<file path="config.mk">
export PLATFORM = sky130hd
export DESIGN_NAME = wb_port_arbiter
export DESIGN_NICKNAME = d
export VERILOG_FILES = /design/src/rtl/wb_port_arbiter.sv
export SDC_FILE = /design/constraint.sdc
export NUM_CORES = 1
export LEC_CHECK = 0
export CELL_PAD_IN_SITES_DETAIL_PLACEMENT = 1
export CELL_PAD_IN_SITES_GLOBAL_PLACEMENT = 1
export CORE_MARGIN = 5
export CORE_UTILIZATION = 28
export CTS_CLUSTER_SIZE = 14
export DETAILED_ROUTE_END_ITERATION = 8
export GPL_TIMING_DRIVEN = 0
export MAX_ROUTING_LAYER = met4
export PLACE_DENSITY = 0.88
export SYNTH_ARGS = -nofsm -noshare
export SYNTH_HDL_FRONTEND = slang
export SYNTH_SLANG_ARGS = --single-unit
</file>
<file path="constraint.sdc">
create_clock -name clk -period 7.1 [get_ports clk]
set_input_delay 1.42 -clock clk [delete_from_list [all_inputs] [get_ports clk]]
set_output_delay 1.42 -clock clk [all_outputs]
set_load 0.02 [all_outputs]
</file>
<file path="src/rtl/wb_port_arbiter.sv">
// Round-robin write-back arbiter for the integer register file's single write port.
// Optional macro WB_X0_DISCARD_EN: granted writes to x0 are consumed but never written.
module wb_port_arbiter #(
  parameter int NUM_REQ = 3,
  parameter int DATA_W  = 32,
  parameter int ADDR_W  = 5,
  parameter int CNT_W   = 16
) (
  input  logic                      clk,
  input  logic                      reset,
  input  logic [NUM_REQ-1:0]        req_valid,
  input  logic [NUM_REQ*ADDR_W-1:0] req_addr,
  input  logic [NUM_REQ*DATA_W-1:0] req_data,
  output logic [NUM_REQ-1:0]        req_ready,
  input  logic                      flush,
  output logic                      wb_we,
  output logic [ADDR_W-1:0]         wb_addr,
  output logic [DATA_W-1:0]         wb_data,
  output logic [2:0]                wb_src,
  output logic [CNT_W-1:0]          contention_cnt
);

  localparam int PTR_W = (NUM_REQ > 1) ? $clog2(NUM_REQ) : 1;

  function automatic logic [CNT_W-1:0] sat_inc(input logic [CNT_W-1:0] v);
    return (&v) ? v : v + 1'b1;
  endfunction

  logic [PTR_W-1:0]  ptr_p1;
  logic              gnt_any_p0;
  logic [PTR_W-1:0]  gnt_idx_p0;
  logic [ADDR_W-1:0] gnt_addr_p0;
  logic [DATA_W-1:0] gnt_data_p0;
  logic              we_nxt_p0;
  logic              contend_p0;
  int                best_p0;
  int                dist_p0;

  logic              wb_we_p1;
  logic [ADDR_W-1:0] wb_addr_p1;
  logic [DATA_W-1:0] wb_data_p1;
  logic [2:0]        wb_src_p1;
  logic [CNT_W-1:0]  cnt_p1;

  // Stage p0: pick the valid requester closest to ptr in circular order
  always_comb begin
    gnt_any_p0 = 1'b0;
    gnt_idx_p0 = '0;
    best_p0    = NUM_REQ;
    dist_p0    = 0;
    for (int i = 0; i < NUM_REQ; i++) begin
      dist_p0 = (i >= int'(ptr_p1)) ? i - int'(ptr_p1) : i + NUM_REQ - int'(ptr_p1);
      if (req_valid[i] && (dist_p0 < best_p0)) begin
        best_p0    = dist_p0;
        gnt_idx_p0 = PTR_W'(i);
        gnt_any_p0 = 1'b1;
      end
    end
    if (flush || reset)
      gnt_any_p0 = 1'b0;
  end

  always_comb begin
    req_ready   = '0;
    gnt_addr_p0 = '0;
    gnt_data_p0 = '0;
    for (int i = 0; i < NUM_REQ; i++) begin
      req_ready[i] = gnt_any_p0 && (gnt_idx_p0 == PTR_W'(i));
      if (gnt_idx_p0 == PTR_W'(i)) begin
        gnt_addr_p0 = req_addr[i*ADDR_W +: ADDR_W];
        gnt_data_p0 = req_data[i*DATA_W +: DATA_W];
      end
    end
  end

  always_comb begin
`ifdef WB_X0_DISCARD_EN
    we_nxt_p0 = gnt_any_p0 && (gnt_addr_p0 != '0);
`else
    we_nxt_p0 = gnt_any_p0;
`endif
    contend_p0 = (gnt_any_p0 && ($countones(req_valid) >= 2)) || (flush && (|req_valid));
  end

  // Stage p1: registered write-back beat, pointer and contention counter
  always_ff @(posedge clk) begin
    if (reset) begin
      ptr_p1     <= '0;
      cnt_p1     <= '0;
      wb_we_p1   <= 1'b0;
      wb_addr_p1 <= '0;
      wb_data_p1 <= '0;
      wb_src_p1  <= '0;
    end else begin
      wb_we_p1 <= we_nxt_p0;
      if (gnt_any_p0)
        ptr_p1 <= (gnt_idx_p0 == PTR_W'(NUM_REQ-1)) ? '0 : gnt_idx_p0 + 1'b1;
      if (we_nxt_p0) begin
        wb_addr_p1 <= gnt_addr_p0;
        wb_data_p1 <= gnt_data_p0;
        wb_src_p1  <= 3'(gnt_idx_p0);
      end
      if (contend_p0)
        cnt_p1 <= sat_inc(cnt_p1);
    end
  end

  assign wb_we          = wb_we_p1;
  assign wb_addr        = wb_addr_p1;
  assign wb_data        = wb_data_p1;
  assign wb_src         = wb_src_p1;
  assign contention_cnt = cnt_p1;

endmodule

</file>
==> summary.md, run 1 <==
| Metric | Value |
|---|---|
| Critical Path Fanout Max | `15` |
| Placed cell count | `769` |
| Setup crit end | `req_ready[2]` |
| Row cnt | `40` |
| Hold-fix buffers at CTS | `0` |
| Worst Setup SP | `req_valid[0]` |
| R2R Path End | `contention_cnt[7]` |
| Synth Instances | `~430` |
| Clock Skews | `about 0.007 ns` |
| Worst-skew pair later-pin latency | `approximately 0.32 ns` |
| Most common flop cell mapped by yosys | `dfxtp_1` |
| Final setup fails | `0` |
| Clock sinks | `between 50 and 60` |
| Root buf cell | `clkbuf_16` |
| Cell Area, Synth | `~0.0035 mm2` |
| CP Data Required Time | `about 5.7 ns` |
| Slew HR | `0.480` |
| Largest net degree at the start of global routing | `16` |
| Syn nets | `556` |
| Final worst-path cycle share | `0.970` |
| Die H | `roughly 120 um` |
| Most frequent cells in the layout | `clkdlybuf4s50_1 (171), nor2_1 (57), dfxtp_1 (57), nand2_1 (50), mux2i_1 (39)` |
| Final wirelength | `around 14,000 um` |
| H-tree depth | `3` |
| Via count | `roughly 3,900` |
| Avg Inst Size Synth | `a little over 8 um2` |
| Final #Nets | `739` |
| I/O Buffers | `between 150 and 200` |
| DR vias/cell | `~5` |
| Commonest non-fill, non-tap cell in the layout | `clkdlybuf4s50_1` |
| Core area | `between 0.01 and 0.015 mm2` |
| VDD IR max | `roughly 0.13 mV` |
| Max_cap viols | `0` |
| Final Max Tran Viols | `0` |
| Critical Path End Type | `primary output` |
| Critical-path top delay cell | `a311o_2` |
| Antenna Nets Post-Route | `0` |
| Power Dens Cells | `224 mW/mm2` |
| Routability cong. | `roughly 0.94` |
| Final hold slack | `around 0.48 ns` |
| Die Width | `about 120 um` |
| Area leader, netlist | `dfxtp_1` |
| CTS tree | `done` |
| Critical path arrival | `approximately 5.5 ns` |
| Layout cells sized above 1 | `0.0520` |
| Final Hold Vio Count | `0` |
| Ranking of synthesized cells by area | `dfxtp_1 (33%), mux2i_1 (11%), a211o_1 (9.3%)` |
| Seq cells post-synth | `between 50 and 60` |
| Total track usage | `0.193` |
| RSZ-0062 raised after global routing | `no` |
| Total gr overflow | `0` |
| Compound-Gate Fraction of Synth Area | `0.168` |
| Post-Synth Adder-Cell Area | `0.0430` |
| Main combinational cell family by area after synthesis | `simple AND/OR/NAND/NOR gates` |
| # IOs | `~180` |
| CP Launch Type | `primary input` |
| Setup Crit Path Kind | `in -> out` |
| Initial Utilization | `0.288` |
| Synth unique cells | `42` |
| Worst Tran Pin Value | `0.780 ns` |
| Placed wire-length estimate | `between 10,000 and 15,000 um` |
| Max Root-Sink Buffers | `2` |
| R2R Setup Slk | `about 2.7 ns` |
| Outcome | `finished, final reports clean` |
| Finished Layout Cells | `783` |
| Area grow syn2layout | `65.2%` |
| Worst Reg-to-Reg Cells | `16` |
| Fmax | `about 0.15 GHz` |
| EDFF count, synth | `0` |
| Vias in the first global route | `approximately 4,400` |
| Drt pass-1 iters | `4` |
| Die area | `roughly 0.015 mm2` |
| Worst stage delay on the critical path | `about 0.55 ns` |
| CTS Buf Count | `9` |
| Register area share after synthesis | `0.327` |
| First-pass GRT wire length | `~22,000 um` |
| Minimum clock period | `~7 ns` |
| Worst r2r src | `wb_src[0]` |
| CP Cell Sequence | `clkdlybuf4s50_1, nor2b_1, ha_1, o21ai_1, a31o_1, buf_4, buf_4, nor2_1, a21oi_1, ha_1, nor4_1, nand3_1, a311o_2, buf_2, nor3_1, dlygate4sd2_1` |
| DR iter-0 viols | `239` |
| Leak Pwr | `about 2.3 nW` |
| Initial antenna violation count | `0` |
| Fill cells | `about 1,400` |
| # diodes | `0` |
| Avg WL per Cell | `about 18 um` |
| Simple-gate share of the synthesized area | `0.286` |
| Yosys Warn Count | `0` |
| Post-synthesis xor/xnor area fraction | `0` |
| Mux cell area share after synthesis | `0.125` |
| Share of the synthesized area in the top cell type | `0.327` |
| CTS clk-pin slew, worst paths | `0.06 ns` |
| HP Class | `reg -> reg` |
| Async S/R FF share, synth | `0` |
| DRC | `0` |
-- Yosys cell counts, types with 2 or more instances --
| library cell | count |
|---|---|
| a211o_1 | 37 |
| a21oi_1 | 14 |
| a311o_1 | 2 |
| and2_1 | 3 |
| and3_1 | 3 |
| buf_1 | 4 |
| buf_2 | 6 |
| buf_4 | 2 |
| clkbuf_1 | 23 |
| dfxtp_1 | 57 |
| ha_1 | 12 |
| inv_1 | 7 |
| mux2_1 | 2 |
| mux2_2 | 2 |
| mux2i_1 | 39 |
| nand2_1 | 50 |
| nand2b_1 | 4 |
| nand3_1 | 8 |
| nand3b_1 | 37 |
| nand4_1 | 5 |
| nor2_1 | 57 |
| nor2b_1 | 8 |
| nor3_1 | 7 |
| nor4_1 | 2 |
| o21ai_0 | 7 |
| o21ai_1 | 2 |
| o21bai_1 | 2 |
| o31ai_1 | 3 |
| o41ai_1 | 2 |
| or3_1 | 7 |
| or4b_1 | 2 |
-- flip-flops by register name, indices dropped and copies added (netlist names) --
register	count
contention_cnt	16
wb_we	1
wb_data	32
wb_addr	5
wb_src	2
ptr_p1	1
-- metal layers --
metal / vias to the layer above / wire length [um] / track usage
met5: - / 0 / -
met3: 19 / 1280 / 0.0720
met2: 145 / 7090 / 0.332
met4: 0 / 238 / 0.0595
li1: 1879 / - / -
met1: 1859 / 5480 / 0.207
-- layout make-up --
class / instances / area [um2] / area share
clock buffer: 14 / 274 / 0.0475
tap: 168 / 210 / 0.0365
multi-input combinational: 328 / 2190 / 0.380
timing repair buffer: 174 / 1730 / 0.301
clock inverter: 2 / 35.0 / 0.00608
buffer: 33 / 150 / 0.0261
inverter: 7 / 26.3 / 0.00456
sequential: 57 / 1140 / 0.198
-- how the worst min path moves through the flow --
stage / from / end / slack, ns / depth (start not counted)
2_1_floorplan: ptr_p1[0] / ptr_p1[0] / 0.53 / 2
3_3_place_gp: wb_data[15] / wb_data[15] / 0.46 / 2
3_5_place_dp: wb_data[24] / wb_data[24] / 0.47 / 2
4_1_cts: wb_data[29] / wb_data[29] / 0.48 / 2
5_1_grt: wb_data[19] / wb_data[19] / 0.50 / 2
6_report: wb_addr[0] / wb_addr[0] / 0.48 / 2
-- worst max-delay path: cells and delay by family --
kind / cells / cell delay (ns)
adder cells (fa/ha/maj): 2 / 0.53
AND/OR/NAND/NOR: 5 / 1.09
AO/OA/AOI/OAI: 4 / 0.90
buffers and inverters: 5 / 1.53
-- repair_timing --
item	CTS	global route
endpoints found under the setup margin	3	3
resized for setup	11	4
buffers inserted	0	0
pin swaps	0	2
gates cloned	0	0
-- report_power, final --
part           internal, mW  switching (mW)
Sequential            0.361          0.0270
Clock                 0.300           0.150
Combinational         0.215           0.239
-- stage by stage --
stage	setup TNS (ns)	power [mW]	area (um2)	worst slack [ns]	utilization
6_report	0	1.29	5760	0.215	0.476
4_1_cts	0	1.30	5760	0.0283	0.476
3_3_place_gp	-2.33	0.831	5440	-0.904	0.449
2_1_floorplan	0	0.626	3490	0.854	-
5_1_grt	0	1.36	5760	0.0230	0.476
3_5_place_dp	-2.71	0.849	5440	-1.01	0.449
-- cells by family (layout without fill, tap and decap cells) --
group           Yosys count  count (layout)
simple gates            196             196
compound gates           76              76
flops                    57              57
mux                      43              43
buf+inv                  42             230
fa+ha+maj                12              12
other cells               1               1
Note: power is estimated with default switching activity, not from simulation.
==> run 2: changes to the inputs <==
--- a/config.mk
+++ b/config.mk
@@ -8,12 +8,12 @@
 export CELL_PAD_IN_SITES_DETAIL_PLACEMENT = 1
 export CELL_PAD_IN_SITES_GLOBAL_PLACEMENT = 1
 export CORE_MARGIN = 5
-export CORE_UTILIZATION = 28
+export CORE_UTILIZATION = 44
 export CTS_CLUSTER_SIZE = 14
 export DETAILED_ROUTE_END_ITERATION = 8
-export GPL_TIMING_DRIVEN = 0
+export DONT_BUFFER_PORTS = 1
 export MAX_ROUTING_LAYER = met4
-export PLACE_DENSITY = 0.88
+export PLACE_DENSITY = 0.86
 export SYNTH_ARGS = -nofsm -noshare
 export SYNTH_HDL_FRONTEND = slang
 export SYNTH_SLANG_ARGS = --single-unit
==> summary.md, run 2 (synthesis results as in run 1) <==
| Metric | Value |
|---|---|
| VDD IR max | `0.108 mV` |
| Die area | `0.00981 mm2` |
| DR vias/cell | `~6.0` |
| Worst Tran Pin Value | `approximately 0.74 ns` |
| Clock sinks | `57` |
| Die H | `about 100 um` |
| DRC | `0` |
| Vias in the first global route | `around 3,300` |
| Final setup fails | `0` |
| CP Launch Type | `primary input` |
| # IOs | `about 180` |
| Final Max Tran Viols | `0` |
| Initial antenna violation count | `0` |
| Leak Pwr | `~1.6 nW` |
| GRT busiest layer | `met2` |
| Worst r2r src | `wb_src[0]` |
| GR Util met2 | `0.365` |
| Via count | `slightly above 3,000` |
| Post-cts resize count | `0` |
| Row cnt | `32` |
| Die Width | `99.0 um` |
| CTS Buf Count | `9` |
| CTS clk-pin slew, worst paths | `roughly 0.060 ns` |
| Power Dens Cells | `approximately 270 mW/mm2` |
| Area grow syn2layout | `7.46%` |
| Placed wire-length estimate | `about 7400 um` |
| RSZ-0062 raised after global routing | `no` |
| DR iter-0 viols | `between 100 and 150` |
| Outcome | `finished, final reports clean` |
| CP Data Required Time | `around 5.7 ns` |
| Layout cells sized above 1 | `0.0678` |
| Launch point of the worst hold path | `wb_data[13]` |
| Critical Path Fanout Max | `41` |
| Antenna Nets Post-Route | `0` |
| Setup Crit Path Kind | `in -> out` |
| CP Cell Sequence | `nor2b_1, ha_1, o21ai_1, a31o_2, nor2_1, a21oi_1, ha_1, or2_0, a311o_1, a311oi_2, o31ai_4, buf_4, nor2_1` |
| Hold path endpoint | `wb_data[13]` |
| I/O Buffers | `0` |
| TNS Setup | `0 ns` |
| Fmax | `0.169 GHz` |
| Critical Path End Type | `primary output` |
| CP Buf/Inv Count | `1` |
| Final wirelength | `roughly 10,000 um` |
| Worst-skew pair later-pin latency | `0.33 ns` |
| # Post-CTS Setup Buffers | `0` |
| Final #Nets | `about 540` |
| Family with the most delay on the worst path | `compound AO/OA/AOI/OAI gates` |
| Final worst-path cycle share | `0.831` |
| Hold-fix buffers at CTS | `0` |
| Largest register FFs | `32` |
| R2R Setup Slk | `~2.7 ns` |
| Max Root-Sink Buffers | `2` |
| Most frequent cells in the layout | `nor2_1 (57), dfxtp_1 (57), nand2_1 (50), mux2i_1 (39)` |
| Total track usage | `0.208` |
| H-tree depth | `3` |
| Routability cong. | `0.892` |
| First-pass GRT wire length | `about 16,000 um` |
| Core area | `slightly below 0.008 mm2` |
| Hold path cells | `2` |
| R2R Path End | `contention_cnt[7]` |
| Slew HR | `0.500` |
| # diodes | `0` |
| Worst Reg-to-Reg Cells | `16` |
| Worst stage delay on the critical path | `0.53 ns` |
| Critical-path top delay cell | `a311oi_2` |
| Clock Skews | `between 0.01 and 0.015 ns` |
| Met3 Usage GRT | `0.0594` |
| Initial Utilization | `0.451` |
| Total gr overflow | `0` |
| Critical path arrival | `4.48 ns` |
| Tot Pwr | `~1 mW` |
| Avg WL per Cell | `between 15 and 20 um` |
| Met1 usage | `0.226` |
| Root buf cell | `clkbuf_8` |
| CTS tree | `done` |
| Final Hold Vio Count | `0` |
| Largest net degree at the start of global routing | `78` |
| Minimum clock period | `5.90 ns` |
| HP Class | `reg -> reg` |
| Max_cap viols | `0` |
| Drt pass-1 iters | `4` |
-- run 2: cell types whose count changed in the layout (fill, tap and decap cells not counted), moves of 2 or more --
cell	change
clkbuf_1	-22
clkbuf_16	-9
dlygate4sd2_1	-2
clkdlybuf4s50_1	-171
buf_1	-2
clkinvlp_4	+2
buf_2	-6
clkbuf_8	+7
-- run 2: final cells by class --
cell class                 instances  area, um2
clock buffer                      10        138
clock inverter                     6       88.8
fill                             938       3980
inverter                           7       26.3
multi-input combinational        328       2190
sequential                        57       1140
tap                              102        128
timing repair buffer               5       37.5
-- run 2: metal layers --
layer  up-vias  part of all wire
li1       1478                 -
met1      1484              0.39
met2       110              0.53
met3         9             0.068
met4         0             0.012
met5         -                 0
-- run 2: where the power goes --
part | internal, mW | switching [mW]
sequential | 0.360 | 0.0828
combinational | 0.0880 | 0.132
clock | 0.208 | 0.145
-- run 2: tightest hold or removal path, cell delays in order (launching register included) --
cell and delay (ns):
dfxtp_1 0.38, nand3b_1 0.11, nand2_1 0.04
-- run 2: metrics by stage --
step / cells / instance area [um2] / setup slack [ns] / hold WS, ns / util
3_3_place_gp: 499 / 3520 / 1.33 / 0.566 / 0.456
4_1_cts: 515 / 3750 / 1.19 / 0.580 / 0.485
2_1_floorplan: 427 / 3490 / 0.854 / 0.535 / -
3_5_place_dp: 499 / 3520 / 1.20 / 0.569 / 0.456
5_1_grt: 515 / 3750 / 0.985 / 0.593 / 0.485
6_report: 515 / 3750 / 1.20 / 0.578 / 0.485
-- run 2: how the worst max path moves through the flow --
stage / startpoint / to / slack [ns] / depth (start not counted)
CTS: req_valid[0] / req_ready[1] / 1.19 / 13
finish: req_valid[0] / req_ready[1] / 1.20 / 13
global placement: req_valid[0] / req_ready[1] / 1.33 / 13
detailed placement: req_valid[0] / req_ready[1] / 1.20 / 13
global route: wb_src[0] / req_ready[1] / 0.99 / 15
floorplan: req_valid[0] / req_ready[2] / 0.85 / 15
==> run 3: changes to the inputs <==
==> constraint.sdc (replaced) <==
create_clock -name clk -period 5.82 [get_ports clk]
set_input_delay 1.164 -clock clk [delete_from_list [all_inputs] [get_ports clk]]
set_output_delay 1.164 -clock clk [all_outputs]
set_load 0.02 [all_outputs]
==> summary.md, run 3 (synthesis results as in run 1) <==
| Metric | Value |
|---|---|
| Outcome | `finished, final reports clean` |
| Worst setup margin | `~0.50 ns` |
| Row cnt | `32` |
| Routability cong. | `0.929` |
| Placed wire-length estimate | `around 7600 um` |
| Worst Tran Pin Value | `roughly 0.73 ns` |
| Final Hold Vio Count | `0` |
| Die area | `between 0.009 and 0.01 mm2` |
| Post-cts resize count | `0` |
| Final #Nets | `540` |
| I/O Buffers | `0` |
| Worst-skew pair later-pin latency | `~0.34 ns` |
| CP Launch Type | `flop` |
| Switching Share | `0.350` |
| Hold-fix buffers at CTS | `0` |
| H-tree depth | `3` |
| Final core utilization | `0.491` |
| Sw power | `roughly 0.45 mW` |
| Initial antenna violation count | `0` |
| # IOs | `177` |
| DR iter-0 viols | `141` |
| Reg power frac | `0.420` |
| Critical Path End Type | `primary output` |
| Final Max Tran Viols | `0` |
| Drt pass-1 iters | `4` |
| Leak Pwr | `1.60 nW` |
| Avg WL per Cell | `between 20 and 25 um` |
| HP Class | `reg -> reg` |
| VDD IR max | `about 0.15 mV` |
| Vias in the first global route | `about 3,300` |
| Root buf cell | `clkbuf_8` |
| Clock share of power | `0.368` |
| Layout cells sized above 1 | `0.0745` |
| Tot Pwr | `~1.3 mW` |
| Power Dens Cells | `~340 mW/mm2` |
| Final worst-path cycle share | `0.915` |
| Clock sinks | `57` |
| Fmax | `0.188 GHz` |
| Total gr overflow | `0` |
| CTS clk-pin slew, worst paths | `around 0.080 ns` |
| Core area | `between 0.007 and 0.008 mm2` |
| First-pass GRT wire length | `approximately 17,000 um` |
| DR vias/cell | `6.09` |
| CTS tree | `done` |
| Initial Utilization | `0.451` |
| Final wirelength | `10,600 um` |
| Dpl ws | `between 0.7 and 0.8 ns` |
| Finished Layout Cells | `between 500 and 600` |
| Area grow syn2layout | `8.82%` |
| TNS Setup | `0 ns` |
| Largest net degree at the start of global routing | `77` |
| RSZ-0062 raised after global routing | `no` |
| # diodes | `0` |
| Die Width | `between 90 and 100 um` |
| Slew HR | `0.514` |
| Total track usage | `0.216` |
| Gate power share | `0.212` |
| Clock Skews | `roughly 0.019 ns` |
| # Post-CTS Setup Buffers | `0` |
| CP Data Required Time | `between 4 and 5 ns` |
| Minimum clock period | `approximately 5.3 ns` |
| Most frequent cells in the layout | `nor2_1 (57), dfxtp_1 (57), nand2_1 (50), mux2i_1 (39)` |
| Antenna Nets Post-Route | `0` |
| Max_cap viols | `0` |
| Max Root-Sink Buffers | `2` |
| Die H | `slightly below 100 um` |
| Critical path arrival | `approximately 4.2 ns` |
| Placed cell count | `502` |
| Power Internal | `approximately 0.84 mW` |
| Final setup fails | `0` |
| Critical Path Fanout Max | `8` |
| CTS Buf Count | `9` |
| DRC | `0` |
| Via count | `3,156` |
| Setup Crit Path Kind | `reg -> out` |
| Largest register FFs | `32` |
run 3: cell types whose count changed in the layout (fill, tap and decap cells not counted), sizes merged:
| cell | before | now |
|---|---|---|
| buf | 5 | 8 |
| bufinv | 2 | 3 |
| clkinvlp | 2 | 0 |
| clkbuf | 10 | 9 |
| clkinv | 1 | 3 |
run 3: power by group through the flow:
stage	Clock [mW]	Sequential, mW	Combinational [mW]
3_5_place_dp	0	0.551	0.273
2_1_floorplan	0	0.532	0.232
6_report	0.474	0.542	0.274
4_1_cts	0.487	0.542	0.276
5_1_grt	0.505	0.546	0.308
3_3_place_gp	0	0.549	0.257
run 3: stage by stage:
step	hold WS, ns	cell area [um2]
2_1_floorplan	0.535	3490
3_3_place_gp	0.566	3540
3_5_place_dp	0.572	3540
4_1_cts	0.588	3800
5_1_grt	0.605	3800
6_report	0.581	3800
run 3: layout make-up:
type,count,area (um2)
clock buffers,9,124
inverters,7,26.3
well taps,102,128
multi-input cells,328,2190
flip-flops and latches,57,1140
clock inverters,7,128
repair buffers,8,60.1
fillers,906,3930
run 3: metal layers:
layer | GRT usage | share of wire | up-vias
met1 | 0.230 | 0.38 | 1533
li1 | - | - | 1482
met3 | 0.0552 | 0.066 | 17
met4 | 0.0809 | 0.019 | 0
met5 | - | 0 | -
met2 | 0.384 | 0.53 | 124
run 3: worst max-delay path, cell delays in order (launching register included):
cell      delay, ns
dfxtp_1        0.58
inv_1          0.20
ha_1           0.26
nor2b_1        0.20
ha_1           0.20
o21ai_1        0.09
a31o_2         0.27
nor2_1         0.09
a21oi_1        0.07
ha_1           0.23
or2_0          0.23
a311o_1        0.36
a311oi_2       0.52
o31ai_4        0.14
nor3_1         0.19
buf_4          0.18
run 3: worst paths after layout:
kind	start	cells past startpoint	end	slack (ns)
worst max-delay path	wb_src[0]	15	req_ready[0]	0.50
worst min-delay path	wb_data[24]	2	wb_data[24]	0.58
worst max register to register	wb_src[0]	16	contention_cnt[7]	1.32
worst min register to register	wb_data[24]	2	wb_data[24]	0.58
